## src/rtl/game_background_fetch.sv

```systemverilog
// Background fetch: turns VGA pixel coordinates into a 4-bit palette index via a
// 2x-upscaled, horizontally scrolled read of a synchronous background ROM.
module game_background_fetch #(
  parameter int         IMG_W       = 320,
  parameter int         IMG_H       = 240,
  parameter int         SCALE_SHIFT = 1,
  parameter int         ADDR_W      = 17,
  parameter logic [3:0] BLANK_INDEX = 4'h8
) (
  input  logic              vga_clk,
  input  logic              reset,
  input  logic [9:0]        DrawX,
  input  logic [9:0]        DrawY,
  input  logic              blank,
  input  logic              hs,
  input  logic              vs,
  input  logic [8:0]        scroll_x_in,
  input  logic              scroll_we,
  output logic [ADDR_W-1:0] rom_addr,
  input  logic [3:0]        rom_q,
  output logic [3:0]        index,
  output logic              blank_out,
  output logic              hs_out,
  output logic              vs_out
);

  logic [9:0]        sx, sy;
  logic [10:0]       tsum, tx;
  logic [ADDR_W-1:0] addr_next;
  logic              in_image, scroll_legal, vs_fall;
  logic [8:0]        scroll_active, scroll_pending;
  logic              vs_q;
  logic              v1, v2;
  logic              blank1, blank2, hs1, hs2, vs1, vs2;

  // Both addends are below IMG_W whenever the pixel is inside the image, so one
  // conditional subtract is enough to wrap the scrolled column.
  always_comb begin
    sx           = DrawX >> SCALE_SHIFT;
    sy           = DrawY >> SCALE_SHIFT;
    tsum         = {1'b0, sx} + {2'b00, scroll_active};
    tx           = (32'(tsum) >= IMG_W) ? tsum - 11'(IMG_W) : tsum;
    addr_next    = ADDR_W'(32'(sy) * 32'(IMG_W) + 32'(tx));
    in_image     = blank && (32'(sx) < IMG_W) && (32'(sy) < IMG_H);
    scroll_legal = scroll_we && (32'(scroll_x_in) < IMG_W);
    vs_fall      = vs_q && !vs;
  end

  // Scroll only takes effect at the start of vsync, so a frame never tears.
  always_ff @(posedge vga_clk) begin
    if (reset) begin
      scroll_pending <= '0;
      scroll_active  <= '0;
      vs_q           <= 1'b1;
    end else begin
      vs_q <= vs;
      if (scroll_legal)
        scroll_pending <= scroll_x_in;
      if (vs_fall)
        scroll_active <= scroll_legal ? scroll_x_in : scroll_pending;
    end
  end

  always_ff @(posedge vga_clk) begin
    if (reset) begin
      rom_addr  <= '0;
      v1        <= 1'b0;
      v2        <= 1'b0;
      index     <= BLANK_INDEX;
      blank1    <= 1'b0;
      blank2    <= 1'b0;
      blank_out <= 1'b0;
      hs1       <= 1'b1;
      hs2       <= 1'b1;
      hs_out    <= 1'b1;
      vs1       <= 1'b1;
      vs2       <= 1'b1;
      vs_out    <= 1'b1;
    end else begin
      rom_addr  <= addr_next;
      v1        <= in_image;
      v2        <= v1;
      index     <= v2 ? rom_q : BLANK_INDEX;
      blank1    <= blank;
      blank2    <= blank1;
      blank_out <= blank2;
      hs1       <= hs;
      hs2       <= hs1;
      hs_out    <= hs2;
      vs1       <= vs;
      vs2       <= vs1;
      vs_out    <= vs2;
    end
  end

endmodule

```

## config.mk

```make
export PLATFORM = sky130hd
export DESIGN_NAME = game_background_fetch
export DESIGN_NICKNAME = d
export VERILOG_FILES = /design/src/rtl/game_background_fetch.sv
export SDC_FILE = /design/constraint.sdc
export NUM_CORES = 1
export LEC_CHECK = 0
export BUFFER_PORTS_ARGS = -buffer_cell sky130_fd_sc_hd__buf_2
export CORE_MARGIN = 2
export CORE_UTILIZATION = 30
export DETAILED_ROUTE_END_ITERATION = 8
export GPL_TIMING_DRIVEN = 0
export PLACE_DENSITY = 0.56
export SLEW_MARGIN = 20
export SYNTH_ARGS = -nofsm -noshare
export SYNTH_HDL_FRONTEND = slang
export SYNTH_SLANG_ARGS = --single-unit
export TNS_END_PERCENT = 5
```

## constraint.sdc

```tcl
create_clock -name vga_clk -period 4.9 [get_ports vga_clk]
set_clock_uncertainty 0.2 [all_clocks]
set_input_delay 0 -clock vga_clk [delete_from_list [all_inputs] [get_ports vga_clk]]
set_output_delay 0 -clock vga_clk [all_outputs]
set_load 0.005 [all_outputs]
```

==> results of run 1 <==
kinds of logic after synthesis:
group / count (synthesis)
AO/OA/AOI/OAI: 63
multiplexers: 10
AND/OR/NAND/NOR: 104
buffers and inverters: 22
flip-flops: 50
adder cells (fa/ha/maj): 33
XOR/XNOR: 17
power groups by stage:
stage                     Combinational, W  Clock, W  Sequential [W]
final                             0.000366  0.000263        0.000460
after CTS                         0.000359  0.000278        0.000461
after global routing              0.000413  0.000294        0.000465
after detailed placement          0.000341         0        0.000470
after floorplan                   0.000236         0        0.000473
after global placement            0.000334         0        0.000469
per-stage QoR:
stage | cell area [sq um] | util (%)
CTS | 3520 | 40.0
floorplan | 2740 | -
detailed placement | 3180 | 36.1
finish | 3560 | 40.4
global route | 3560 | 40.4
global placement | 3180 | 36.1
worst min-delay path, delay by kind of cell:
| family | cells | cell delay [ps] |
|---|---|---|
| buffers and inverters | 1 | 90 |
| xor gates and xnor gates | 1 | 70 |
| adders and majority gates | 2 | 300 |
| and+or+nand+nor | 1 | 80 |
routing by layer:
metal  wire, um  track usage, %
met1       3020            16.4
met2       3160            23.6
met3        284            3.23
met4         70            3.58
met5          0               0
area by class of cell:
type | instances | area, sq um | area share, %
buffer | 7 | 26.3 | 0.739
clock inverter | 3 | 28.8 | 0.809
multi-input combinational | 227 | 1690 | 47.5
inverter | 15 | 56.3 | 1.58
tap | 108 | 135 | 3.80
sequential | 50 | 1000 | 28.1
timing repair buffer | 85 | 551 | 15.5
clock buffer | 5 | 68.8 | 1.94
state kept, by name, summed over array words and instances, names as in the netlist:
signal	count
vs_out	1
blank1	1
hs_out	1
hs1	1
blank2	1
vs1	1
hs2	1
rom_addr	17
blank_out	1
scroll_active	9
scroll_pending	9
v1	1
index	4
vs2	1
v2	1
how the worst max path moves through the flow:
stage | startpoint | to | slack, ps | cells after the start
floorplan | scroll_active[0] | rom_addr[13] | 760 | 19
global placement | scroll_active[0] | rom_addr[13] | 230 | 19
detailed placement | scroll_active[0] | rom_addr[13] | 140 | 19
CTS | scroll_active[0] | rom_addr[13] | 90 | 19
global route | scroll_active[0] | rom_addr[15] | -10 | 18
finish | scroll_active[0] | rom_addr[15] | 280 | 18
repair_timing:
action,4_1_cts,5_1_grt
resized for setup,0,6
hold buffers,25,0
hold endpoints to repair,32,0
endpoints found under the setup margin,0,5
layout by cell type (no fill, tap or decap), drive strengths merged, types with 5 or more instances in the layout:
cell,n
a211oi,10
buf,60
a21oi,14
clkbuf,12
inv,17
mux2i,10
dlygate4sd3,25
xnor2,11
nor2b,13
nor3,5
dfxtp,50
ha,30
a21o,5
nand2,9
o21ai,11
or2,7
nor2,39
nand2b,5
xor2,6
==> results.md, run 1 <==
- Status: finished clean
- Layout Cells excl Fill: 500
- Row cnt: 34
- Hold WS: 68.4 ps
- Vias: around 2400
- Starting density of the core: 31.1%
- Clock Sinks: 50
- Yosys warns: 0
- Max Freq: 217 MHz
- Internal: 0.000726 W
- GRT Overall Usage: a little over an eighth
- Max incr delay on CP: around 480 ps
- Number of global-route vias before repair: 2420
- Top area cells in the synthesized netlist: dfxtp_1 (37%), ha_1 (14%), nor2_1 (5.3%), mux2i_1 (3.7%), xnor2_1 (3.5%)
- Post-DP HPWL: 5020 um
- Count leader, synth: dfxtp_1
- Syn avg cell area: 9.16 sq um
- XOR/XNOR Fraction of Synth Area: 5.43%
- CP Launch Type: register
- Syn nets: about 370
- Clock Power Share: around 24%
- Multiplexer area fraction after synthesis: 3.65%
- Crit Path Category: register to register
- Antenna cells: 0
- Syn Std Cell Area: approximately 0.0027 sq mm
- Relative slew slack: 60.3%
- Fillers: 881
- Post-Route Setup TNS: 0 ps
- Cell count after placement: 467
- Post-Synth Simple-Gate Area: 19.9%
- Reg2reg path depth: 18
- TritonCTS buffer count: 5
- Worst min path class: input pin to register
- Pwr Total: around 0.0011 W
- Cell class contributing the biggest share of worst-path delay: simple AND/OR/NAND/NOR gates
- Max Buffers Root-to-Sink: 2
- Largest family of logic cells by synthesized area: simple AND/OR/NAND/NOR gates
- Logic pwr share: about a third
- R2R Path Start: scroll_active[0]
- Largest net degree at the start of global routing: 19
- PortBufs: 60
- Die width: 99.6 um
- Final GP Congestion: 0.830
- Final WL: 6530 um
- Root Driver: clkbuf_8
- Vias/cell: 4.86
- Critical path, cell by cell: ha_1, inv_1, fa_1, and2b_1, o221a_1, nor3_1, or3_4, ha_1, nand4b_1, a2111oi_4, or3_1, and4_1, ha_1, nor2_1, nor2_1, o31ai_2, or4_1, a21oi_1
- H-tree depth: 2
- Pwr dens: between 300 and 400 mW/mm^2
- Synth-to-Final Area Change: 29.8%
- Total gr overflow: 0
- Most used cell along the critical path: ha_1
- FFs w/ async S/R, synth: 0%
- Share of cells above drive strength 1: 20.4%
- Number of top-level pins: 63
- Distinct cell type count after synthesis: 46
- CP Buf/Inv Count: 1
- Worst skew pair latency: 310 ps
- Hold Crit Endpoint: rom_addr[8]
- Initial DRC count: 105
- Pre-CTS WS: 141 ps
- Setup-failing EPs final: 0
- Psw: 0.000363 W
- Postcts setup bufs: 0
- Initial antenna violation count: 0
- Final Hold Viols: 0
- Final #Nets: about 460
- Slowest cell on crit path: or4_1
- R2R Setup Slk: 280 ps
- Post-synth EDFFs: 0
- Area leader, netlist: dfxtp_1
- First-pass GRT wire length: 10800 um
- Clk pin slew, worst setup/hold paths: 100 ps
- Critical Path RT: 4930 ps
- Synth Area in Compound Gates: 15.6%
- Post-synthesis cell count: 299
- Final period utilization: 94.2%
- Top cells by count, synth: dfxtp_1 (50), nor2_1 (39), ha_1 (30)
- Post-Synth Adder-Cell Area: ~16%
- Post-synth top area share: between 30 and 40%
- Most used DFF post-synth: dfxtp_1
- Reg power frac: 42.2%
- Sequential fraction of the synthesis area: 36.5%
- Final worst setup slack: approximately 280 ps
- Iteration count of the initial detailed-routing pass: 4
- Crit. End Element: register
- Count of pins over their slew limit: 0
- DRC: 0
- Min-delay src: DrawY[3]
- Measured slew at the worst slew-check pin: 596 ps
- Synth Register Bits: 50
- Max VDD drop: about 0.11 mV
- Core Footprint: around 0.009 sq mm
- Die Area: 0.00991 sq mm
- CP max FO: 5
- Switching share of power: roughly a third
- CTS tree: done
- Worst Hold Depth: 5
- P_leak: 1.63 nW
- R2R Path End: rom_addr[15]
- Crit path DAT: 4650 ps
- Avg WL per Cell: 13.1 um
- Crit path time final: roughly 4600 ps
- DIE HEIGHT: 99.6 um
- Max_cap viols: 0
- Number of routed nets with antenna violations: 0
No activity file was read; power rests on OpenSTA's default activity.
==> run 2, diff against run 1 <==
Settings changed: ABC_AREA set to 1, PLACE_DENSITY 0.56 to 0.55, SLEW_MARGIN 20 to not set.
==> run 2 against run 1 <==
  * Core utilization down 0.22 points
  * Via count rose by 9.8%
  * Die area increased by 6.2%
  * Count of clock-buffer cells in the layout did not move
  * First-iteration DRC count down 11%
  * Combinational power up 2%
  * Synthesized area increased by 6.4%
  * Wire length increased by 4.1%
  * Sequential share of layout area is 1.4 points lower
  * Largest power group unchanged
  * Highest routed layer unchanged
==> results.md, run 2 <==
- Iteration count of the initial detailed-routing pass: 4
- FFs w/ async S/R, synth: 0%
- Setup-failing EPs final: 0
- Final worst setup slack: 781 ps
- P_leak: 2.07 nW
- Max incr delay on CP: 420 ps
- Clk pin slew, worst setup/hold paths: 100 ps
- Antenna cells: 0
- Max_cap viols: 0
- Synth Register Bits: 50
- Crit path DAT: between 4000 and 5000 ps
- Internal: 0.000708 W
- GRT Overall Usage: between 10% and 20%
- R2R Setup Slk: 780 ps
- Switching share of power: 34.8%
- Largest Register: rom_addr
- Final Hold Viols: 0
- Top Layer Used: met4
- Row cnt: 35
- Pwr dens: 290 mW/mm^2
- DRC: 0
- Pre-CTS WS: between 800 and 900 ps
- Most common cell after layout, fill and taps aside: nand2_1
- Reg power frac: a little over two fifths
- Number of routed nets with antenna violations: 0
- Vias/cell: 4.31
- First-pass GRT wire length: around 11000 um
- Number of top-level pins: 63
- DIE HEIGHT: 103 um
- Max VDD drop: 0.116 mV
- Relative slew slack: 57.9%
- Crit path time final: 4120 ps
- Syn Std Cell Area: roughly 0.0029 sq mm
- Min-delay src: DrawX[6]
- Syn nets: 468
- R2R Path Start: scroll_active[0]
- H-tree depth: 2
- Critical Path Start: scroll_active[0]
- Post-synthesis cell count: between 300 and 400
- Status: finished clean
- Share of cells above drive strength 1: 18.1%
- Psw: 0.000379 W
- Syn avg cell area: 7.37 sq um
- CP Launch Type: register
- RSZ-0062 raised after global routing: no
- Routed wl met2: around 3100 um
- Initial antenna violation count: 0
- Final WL: a little under 7000 um
- Most used cell along the critical path: nand2_1
- Final GP Congestion: 0.811
- Met1 WL: 3430 um
- Crit. End Element: register
- Crit Path Category: register to register
- Clock Sinks: 50
- Critical Path RT: 4910 ps
- Max reg flops: 17
- Worst skew pair latency: 300 ps
- Final Instance Area: between 0.003 and 0.004 sq mm
- Measured slew at the worst slew-check pin: 631 ps
- Met3 wire length: about 230 um
- Top flop regs: rom_addr (17), scroll_active (9), scroll_pending (9)
- Final Core Density: approximately two fifths
- Top area cells in the synthesized netlist: dfxtp_1 (34%), ha_1 (13%), nand2_1 (11%), inv_1 (9.3%), nor2_1 (5.5%)
- Most used DFF post-synth: dfxtp_1
- Post-synth EDFFs: 0
- Count of pins over their slew limit: 0
- Number of global-route vias before repair: approximately 2500
- Total gr overflow: 0
- Avg WL per Cell: around 11 um
- Clock Power Share: 23.1%
- Max Freq: roughly 240 MHz
- Post-DP HPWL: 5240 um
- Vias: approximately 2700
- Root Driver: clkbuf_8
- Largest net degree at the start of global routing: 18
- Area leader, netlist: dfxtp_1
- Worst min path class: input pin to register
- Distinct cell type count after synthesis: 29
- Final period utilization: 84.1%
- Logic pwr share: 34.5%
- Die width: between 100 and 150 um
- Yosys warns: 0
- Slowest cell on crit path: fa_1
- Max Buffers Root-to-Sink: 2
- Sequential fraction of the synthesis area: 34.3%
- Initial DRC count: 93
- Most frequent cells in the layout: nand2_1 (85), inv_1 (72), buf_2 (62)
- Die Area: 0.0105 sq mm
- Count leader, synth: nand2_1
- TritonCTS buffer count: 5
- Final #Nets: around 560
- Reg2reg path depth: 28
- Top cells by count, synth: nand2_1 (85), inv_1 (72), dfxtp_1 (50)
- Cell Area, Placed: 0.00337 sq mm
- R2R Path End: rom_addr[16]
- Post-synth top area share: 34.3%
- CTS resizes: 0
- Starting density of the core: 31.3%
- Post-Route Setup TNS: 0 ps
- Fillers: 966
- PortBufs: slightly below 60
- End of the critical path: rom_addr[16]
- Core Footprint: 0.00933 sq mm
- CTS tree: done
- Synth-to-Final Area Change: 28.4%
- CP max FO: 4
## run 2: area by class of cell
cell class	instances	area, sq um	area share [%]
multi-input cells	268	1620	43.2
flip-flops and latches	50	1000	26.7
repair buffers	87	576	15.4
inverters	72	270	7.21
well taps	129	161	4.31
clock buffers	5	68.8	1.84
plain buffers	6	26.3	0.701
clock inverters	3	23.8	0.635
## run 2: timing repair
item | 4_1_cts | 5_1_grt
hold endpoints to repair | 37 | 0
hold buffers | 28 | 0
buffers inserted | 0 | 0
## run 2: routing by layer
layer / track usage, % / up-vias
met5: 0 / -
met4: 3.38 / 0
met3: 2.10 / 4
met2: 23.0 / 52
met1: 17.6 / 1167
li1: - / 1447
## run 2: worst min path at each step
stage / end / slack (ps) / cells past startpoint
final: rom_addr[5] / 30 / 5
after global routing: rom_addr[5] / 80 / 5
after CTS: rom_addr[5] / 30 / 5
after detailed placement: index[3] / -10 / 2
after global placement: index[3] / -10 / 2
after floorplan: hs1 / -100 / 1
## run 2: cells by family after synthesis
kind of cell	count (synthesis)	synth area share (%)
AOI/OAI and AO/OA	41	8.49
xor gates and xnor gates	2	0.601
adders and majority gates	33	14.9
buffers and inverters	78	10.2
DFF	50	34.3
muxes	9	3.09
and+or+nand+nor	183	28.4
## run 2: through the flow
step                hold WS [ps]  power [W]  instances
floorplan                  -96.2   0.000722        396
global placement           -9.96   0.000825        584
detailed placement         -11.0   0.000829        584
CTS                         26.8    0.00111        620
global route                77.4    0.00118        620
finish                      31.0    0.00109        620
## run 2: power groups by stage
stage	clock, W	sequential (W)	combinational [W]
6_report	0.000251	0.000460	0.000375
5_1_grt	0.000281	0.000464	0.000435
4_1_cts	0.000266	0.000461	0.000380
3_5_place_dp	0	0.000469	0.000360
3_3_place_gp	0	0.000469	0.000356
2_1_floorplan	0	0.000472	0.000250
## run 2: worst max-delay path: cells and delay by family (launching register included)
kind | cells | cell delay, ps
and+or+nand+nor | 19 | 1740
adders and majority gates | 5 | 1410
DFF | 1 | 360
buffers and inverters | 4 | 290
